File: src/rtl/md_seq_pkg.sv
// Shared constants for the md_seq iterative multiply/divide unit:
// operation encodings and FSM state encodings.
package md_seq_pkg;

   typedef enum logic [1:0] {
      IDLE = 2'd0,
      RUN  = 2'd1,
      DONE = 2'd2
   } state_t;

   localparam logic [1:0] OP_MULU = 2'b00;
   localparam logic [1:0] OP_DIVU = 2'b01;
   localparam logic [1:0] OP_MUL  = 2'b10;
   localparam logic [1:0] OP_DIV  = 2'b11;

endpackage

File: src/rtl/md_seq.sv
// Iterative shift-add multiplier / restoring divider, one bit per cycle.
// Define MD_SIGNED_EN to add signed MUL/DIV; otherwise req_op[1] is ignored.
module md_seq
   import md_seq_pkg::*;
#(
   parameter int WIDTH = 32
) (
   input  logic             clk,
   input  logic             rst,
   input  logic             req_valid,
   output logic             req_ready,
   input  logic [1:0]       req_op,
   input  logic [WIDTH-1:0] req_a,
   input  logic [WIDTH-1:0] req_b,
   input  logic             kill,
   output logic             resp_valid,
   input  logic             resp_ready,
   output logic [WIDTH-1:0] resp_lo,
   output logic [WIDTH-1:0] resp_hi,
   output logic             busy
);

   localparam int CW = (WIDTH > 1) ? $clog2(WIDTH) : 1;
   localparam logic [CW-1:0] LAST = CW'(WIDTH - 1);

   state_t           state, state_nx;
   logic             accept;
   logic             is_div;
   logic [WIDTH-1:0] opnd;
   logic [WIDTH-1:0] acc;
   logic [WIDTH-1:0] quo;
   logic [CW-1:0]    cnt;
   logic [WIDTH-1:0] res_lo, res_hi;

   logic [WIDTH-1:0] in_a, in_b;
   logic [WIDTH:0]   add_x, add_y;
   logic             add_cin;
   logic [WIDTH+1:0] add_full;
   logic             no_borrow;
   logic [WIDTH-1:0] acc_nx, quo_nx;
   logic [WIDTH-1:0] fin_lo, fin_hi;

`ifdef MD_SIGNED_EN
   logic                 sign_a, sign_b;
   logic                 neg_lo, neg_hi;
   logic [2*WIDTH-1:0]   prod_neg;
`else
   logic                 unused_op_sign;
   assign unused_op_sign = req_op[1];
`endif

   assign req_ready  = (state == IDLE) && !kill;
   assign accept     = req_valid && req_ready;
   assign resp_valid = (state == DONE);
   assign busy       = (state != IDLE);
   assign resp_lo    = res_lo;
   assign resp_hi    = res_hi;

   // Operands enter the iteration as magnitudes; sign is reapplied at the end.
`ifdef MD_SIGNED_EN
   assign sign_a = req_op[1] & req_a[WIDTH-1];
   assign sign_b = req_op[1] & req_b[WIDTH-1];
   assign in_a   = sign_a ? -req_a : req_a;
   assign in_b   = sign_b ? -req_b : req_b;
`else
   assign in_a = req_a;
   assign in_b = req_b;
`endif

   always_ff @(posedge clk) begin
      if (rst) state <= IDLE;
      else     state <= state_nx;
   end

   always_comb begin
      state_nx = state;
      case (state)
         IDLE:    if (accept) state_nx = RUN;
         RUN:     if (cnt == LAST) state_nx = DONE;
         DONE:    if (resp_ready) state_nx = IDLE;
         default: state_nx = IDLE;
      endcase
      if (kill) state_nx = IDLE;
   end

   // One shared WIDTH+1-bit adder: add for multiply, subtract for divide.
   always_comb begin
      if (is_div) begin
         add_x   = {acc, quo[WIDTH-1]};
         add_y   = ~{1'b0, opnd};
         add_cin = 1'b1;
      end else begin
         add_x   = {1'b0, acc};
         add_y   = quo[0] ? {1'b0, opnd} : '0;
         add_cin = 1'b0;
      end
      add_full  = {1'b0, add_x} + {1'b0, add_y} + (WIDTH + 2)'(add_cin);
      no_borrow = add_full[WIDTH+1];
      if (is_div) begin
         acc_nx = no_borrow ? add_full[WIDTH-1:0] : add_x[WIDTH-1:0];
         quo_nx = {quo[WIDTH-2:0], no_borrow};
      end else begin
         acc_nx = add_full[WIDTH:1];
         quo_nx = {add_full[0], quo[WIDTH-1:1]};
      end
   end

   always_comb begin
      fin_lo = quo_nx;
      fin_hi = acc_nx;
`ifdef MD_SIGNED_EN
      prod_neg = -{acc_nx, quo_nx};
      if (!is_div && neg_lo) {fin_hi, fin_lo} = prod_neg;
      if (is_div && neg_lo)  fin_lo = -quo_nx;
      if (is_div && neg_hi)  fin_hi = -acc_nx;
`endif
   end

   // Multiply keeps the multiplier in quo; divide shifts the dividend out of quo.
   always_ff @(posedge clk) begin
      if (rst) begin
         is_div <= 1'b0;
         opnd   <= '0;
         acc    <= '0;
         quo    <= '0;
         cnt    <= '0;
         res_lo <= '0;
         res_hi <= '0;
`ifdef MD_SIGNED_EN
         neg_lo <= 1'b0;
         neg_hi <= 1'b0;
`endif
      end else if (accept) begin
         is_div <= req_op[0];
         opnd   <= req_op[0] ? in_b : in_a;
         quo    <= req_op[0] ? in_a : in_b;
         acc    <= '0;
         cnt    <= '0;
`ifdef MD_SIGNED_EN
         neg_lo <= (sign_a ^ sign_b) && !(req_op[0] && (req_b == '0));
         neg_hi <= sign_a;
`endif
      end else if (state == RUN) begin
         acc <= acc_nx;
         quo <= quo_nx;
         cnt <= cnt + CW'(1);
         if (cnt == LAST && !kill) begin
            res_lo <= fin_lo;
            res_hi <= fin_hi;
         end
      end
   end

endmodule

File: config.mk
export PLATFORM = sky130hd
export DESIGN_NAME = md_seq
export DESIGN_NICKNAME = d
export VERILOG_FILES = /design/src/rtl/md_seq_pkg.sv /design/src/rtl/md_seq.sv
export SDC_FILE = /design/constraint.sdc
export NUM_CORES = 1
export LEC_CHECK = 0
export ABC_AREA = 0
export CAP_MARGIN = 10
export CORE_MARGIN = 10
export CORE_UTILIZATION = 30
export DETAILED_ROUTE_END_ITERATION = 12
export PLACE_DENSITY_LB_ADDON = 0.12
export SLEW_MARGIN = 5
export SYNTH_ARGS = -nofsm -noshare
export SYNTH_HDL_FRONTEND = slang
export SYNTH_SLANG_ARGS = --single-unit
File: constraint.sdc
create_clock -name clk -period 4.7 [get_ports clk]
set_input_delay 0.705 -clock clk [delete_from_list [all_inputs] [get_ports clk]]
set_output_delay 0.705 -clock clk [all_outputs]
set_load 0.005 [all_outputs]
==> summary.txt <==
Finish
  – Proportion of layout cells with a drive suffix above 1: 0.09734
  – Final net count: 1408
  – Area growth from synthesis to final layout: 23.71%

Die
  – Initial cell density of the core: 0.3034
  – Core outline area: between 0.03 and 0.04 sq mm
  – Die Outline Area: about 0.042 sq mm
  – I/O pin count: 138
  – Chip Height: around 200 um
  – Die width: approximately 200 um
  – Placement Rows: 67

Logic synthesis
  – Area share of the leading cell type in the synthesized netlist: 0.3306
  – Most area-consuming cells after synthesis: sky130_fd_sc_hd__dfxtp_1 (33%), sky130_fd_sc_hd__mux2i_1 (11%), sky130_fd_sc_hd__a211oi_1 (7.5%), sky130_fd_sc_hd__nor2_1 (5.6%), sky130_fd_sc_hd__o21ai_0 (4.1%)
  – Synthesized-area fraction occupied by ao, oa, aoi and oai cells: 0.2591
  – Xor-xnor portion of the synthesized cell area: 0.02411
  – Combinational family with the most area after synthesis: compound AO/OA/AOI/OAI gates
  – Share of synthesized area occupied by flip-flops and latches: 0.3306
  – Cell type contributing the most total cell area after synthesis: sky130_fd_sc_hd__dfxtp_1
  – FF+latch count, synth: 168
  – Multiplexer area fraction after synthesis: 0.1498
  – Most frequently used flop master after synthesis: sky130_fd_sc_hd__dfxtp_1
  – Top post-synthesis cells by count: sky130_fd_sc_hd__dfxtp_1 (168), sky130_fd_sc_hd__nor2_1 (151), sky130_fd_sc_hd__mux2i_1 (110)
  – Adder-Cell Fraction of Synth Area: 0.04452
  – Post-Syn Area per Cell: 8.346 sq um
  – Number of enable-type register cells in the synthesized netlist: 0
  – Cell count after synthesis: 1219
  – Post-synthesis net count: about 1300
  – Total of warnings raised by yosys: 0
  – Async S/R FF share, synth: 0
  – Number of distinct library cells after synthesis: 77
  – Combined area of all synthesized cells: 0.01017 sq mm
  – Most numerous cell in the Yosys netlist: sky130_fd_sc_hd__dfxtp_1
  – Post-synthesis share of cell area spent on and, or, nand and nor gates: 0.1454

Detailed routing
  – Count of unresolved DRC violations after routing: 0
  – Wire per inst: 18.22 um
  – Via Count: 8953
  – Via density per instance: approximately 5.1
  – Iteration count of the initial detailed-routing pass: 5
  – Sum of routed wire length over all layers: about 32000 um
  – Antenna Nets Post-Route: 0
  – Number of design-rule violations left by the first detailed-router iteration: 517

Global routing
  – First-pass GRT wire length: 51050 um
  – Via count of the first global-routing pass: 8787
  – Initial antenna violation count: 1
  – Maximum number of pins on one net before global-route repair: about 110
  – GRT Total Usage: 0.1534
  – Global route overflow: 0

STA
  – Relative slew margins: 0.2256
  – Unrepaired setup endpoints after global routing: no
  – Worst Setup Slack, final: 759.1 ps
  – Summed negative setup slack over all endpoints: 0 ps
  – Final hold violation count: 0
  – Setup violation total in the final timing report: 0
  – Clock period minus worst slack: 3941 ps
  – Final clock period utilization by the worst path: 0.8385
  – Max Clock Skew: 17.83 ps
  – Final slew viol count: 0
  – Transition time at the pin with the least slew margin: 1157 ps
  – Fmax: 253.8 MHz

Run
  – Number of violations of the max-capacitance limit: 0

Setup path
  – Kind of end point of the critical path: flop
  – Critical path startpoint: is_div$_SDFFE_PP0P_
  – Crit start category: flop
  – Reg2Reg Launch Point: is_div$_SDFFE_PP0P_
  – Category of the most critical setup path: flop to flop
  – Worst-path maximum fanout: 43
  – Required time of the worst setup path: 5000 ps
  – Crit path arrival time: 4250 ps

Placed design
  – Buffers on Ports: about 140
  – Estimated wirelength of the detail-placed design: 23540 um
  – Setup slack after placement: 743.4 ps
  – Gpl congestion: 0.8483

Hold path
  – Hold_sp: cnt[4]$_SDFFE_PP0P_
  – Worst hold path class: flop to flop

Clock tree
  – Buffers inserted by post-CTS timing repair: 0
  – Count of H-tree levels built during CTS: 4
  – # clock sinks: about 170
  – Maximum clock path buffer count: 2
  – Root cell of the clock tree: sky130_fd_sc_hd__clkbuf_16
  – Number of buffers created by CTS: 17
  – Clock slew seen by the registers of the worst setup and hold paths: 70 ps
  – Cts repair resizes: 0
  – Clock latency on the worst-skew pair: 450 ps
  – Hold buffers post-CTS: 0
  – CTS tree: done

Status
  – Result of the run: complete, no violations

Power and ir drop
  – Peak supply drop: 0.1785 mV
  – PD cells: around 280 mW/mm^2
  – LEAKAGE: 4.576 nW
-- flip-flops by register name, summed over array words and instances, names as in the netlist --
signal,count
quo,32
is_div,1
cnt,5
resp_hi,32
opnd,32
state,2
acc,32
resp_lo,32
-- final timing paths --
check / to / slack [ps] / cells past startpoint
max reg2reg: resp_hi[13]$_SDFFE_PP0P_ / 760 / 11
min reg2reg: cnt[4]$_SDFFE_PP0P_ / 470 / 2
max: resp_hi[13]$_SDFFE_PP0P_ / 760 / 11
min: cnt[4]$_SDFFE_PP0P_ / 470 / 2
-- cell families after synthesis --
group                    Yosys count
AND/OR/NAND/NOR                  334
AO/OA/AOI/OAI                    386
adder cells (fa/ha/maj)           35
multiplexers                     147
XOR/XNOR                          28
flip-flops                       168
buffers and inverters            121
-- metrics by stage --
stage	cell area (sq um)	utilization	power, mW	cells	hold slack (ps)
finish	12590	0.3753	3.528	1764	466.1
global route	12580	0.3753	3.687	1763	488.7
CTS	12580	0.3753	3.582	1763	469.8
detailed placement	11950	0.3564	2.014	1731	459.4
global placement	11950	0.3564	2.011	1731	455.9
floorplan	10170	-	1.835	1219	440.6
-- report_power, final --
part | internal [mW] | switching (mW) | total, mW | leakage, nW
clock | 0.883 | 0.667 | 1.55 | 0.310
combinational | 0.199 | 0.275 | 0.474 | 2.90
sequential | 1.47 | 0.0371 | 1.50 | 1.37
total | 2.55 | 0.979 | 3.53 | 4.58
-- placed cells by master (no fill, tap or decap), types with 5 or more instances in the layout --
| cell type | Yosys | layout |
|---|---|---|
| sky130_fd_sc_hd__o31ai_1 | 8 | 8 |
| sky130_fd_sc_hd__a311oi_1 | 5 | 5 |
| sky130_fd_sc_hd__buf_4 | 0 | 29 |
| sky130_fd_sc_hd__ha_1 | 33 | 33 |
| sky130_fd_sc_hd__xor2_1 | 10 | 10 |
| sky130_fd_sc_hd__a21o_1 | 13 | 13 |
| sky130_fd_sc_hd__clkdlybuf4s50_1 | 0 | 134 |
| sky130_fd_sc_hd__o22ai_1 | 24 | 24 |
| sky130_fd_sc_hd__nor2b_1 | 10 | 9 |
| sky130_fd_sc_hd__xnor2_1 | 18 | 18 |
| sky130_fd_sc_hd__clkbuf_16 | 0 | 17 |
| sky130_fd_sc_hd__dfxtp_1 | 168 | 167 |
| sky130_fd_sc_hd__o21ai_1 | 10 | 10 |
| sky130_fd_sc_hd__a21oi_1 | 70 | 70 |
| sky130_fd_sc_hd__nor2_1 | 151 | 151 |
| sky130_fd_sc_hd__and3_1 | 5 | 5 |
| sky130_fd_sc_hd__nand2_1 | 74 | 74 |
| sky130_fd_sc_hd__a211oi_1 | 102 | 102 |
| sky130_fd_sc_hd__mux2_1 | 7 | 7 |
| sky130_fd_sc_hd__mux2i_1 | 110 | 110 |
| sky130_fd_sc_hd__o21a_1 | 6 | 6 |
| sky130_fd_sc_hd__nand3_1 | 60 | 60 |
| sky130_fd_sc_hd__o21ai_0 | 84 | 84 |
| sky130_fd_sc_hd__o32ai_1 | 6 | 6 |
| sky130_fd_sc_hd__inv_1 | 19 | 19 |
| sky130_fd_sc_hd__inv_6 | 0 | 5 |
| sky130_fd_sc_hd__a31oi_1 | 9 | 9 |
| sky130_fd_sc_hd__mux2_2 | 28 | 28 |
| sky130_fd_sc_hd__nor3_1 | 6 | 6 |
-- layout make-up --
class / count / area, sq um
Antenna cell: 1 / 2.502
Clock buffer: 19 / 452.9
Clock inverter: 13 / 178.9
Fill cell: 3531 / 20950
Inverter: 20 / 75.07
Multi-Input combinational cell: 930 / 6350
Sequential cell: 168 / 3367
Tap cell: 448 / 560.5
Timing Repair Buffer: 165 / 1599
-- critical path, cell delays in order, from the launching register on --
cell and delay (ps):
sky130_fd_sc_hd__dfxtp_4 480, sky130_fd_sc_hd__buf_4 470, sky130_fd_sc_hd__buf_4 490, sky130_fd_sc_hd__o21ai_0 150, sky130_fd_sc_hd__ha_1 250, sky130_fd_sc_hd__nor4_1 230, sky130_fd_sc_hd__o21ai_1 200, sky130_fd_sc_hd__a22oi_2 420
sky130_fd_sc_hd__nand2_4 290, sky130_fd_sc_hd__mux2_1 380, sky130_fd_sc_hd__mux2i_1 280, sky130_fd_sc_hd__o22ai_1 120
-- metal layers --
layer,GRT usage,vias up,part of all wire
li1,-,4659,-
met1,0.2221,4132,0.52
met2,0.2242,149,0.43
met3,0.03836,13,0.046
met4,0.03042,0,0.0072
met5,0,-,0
Power figures use the tool's default switching activity.
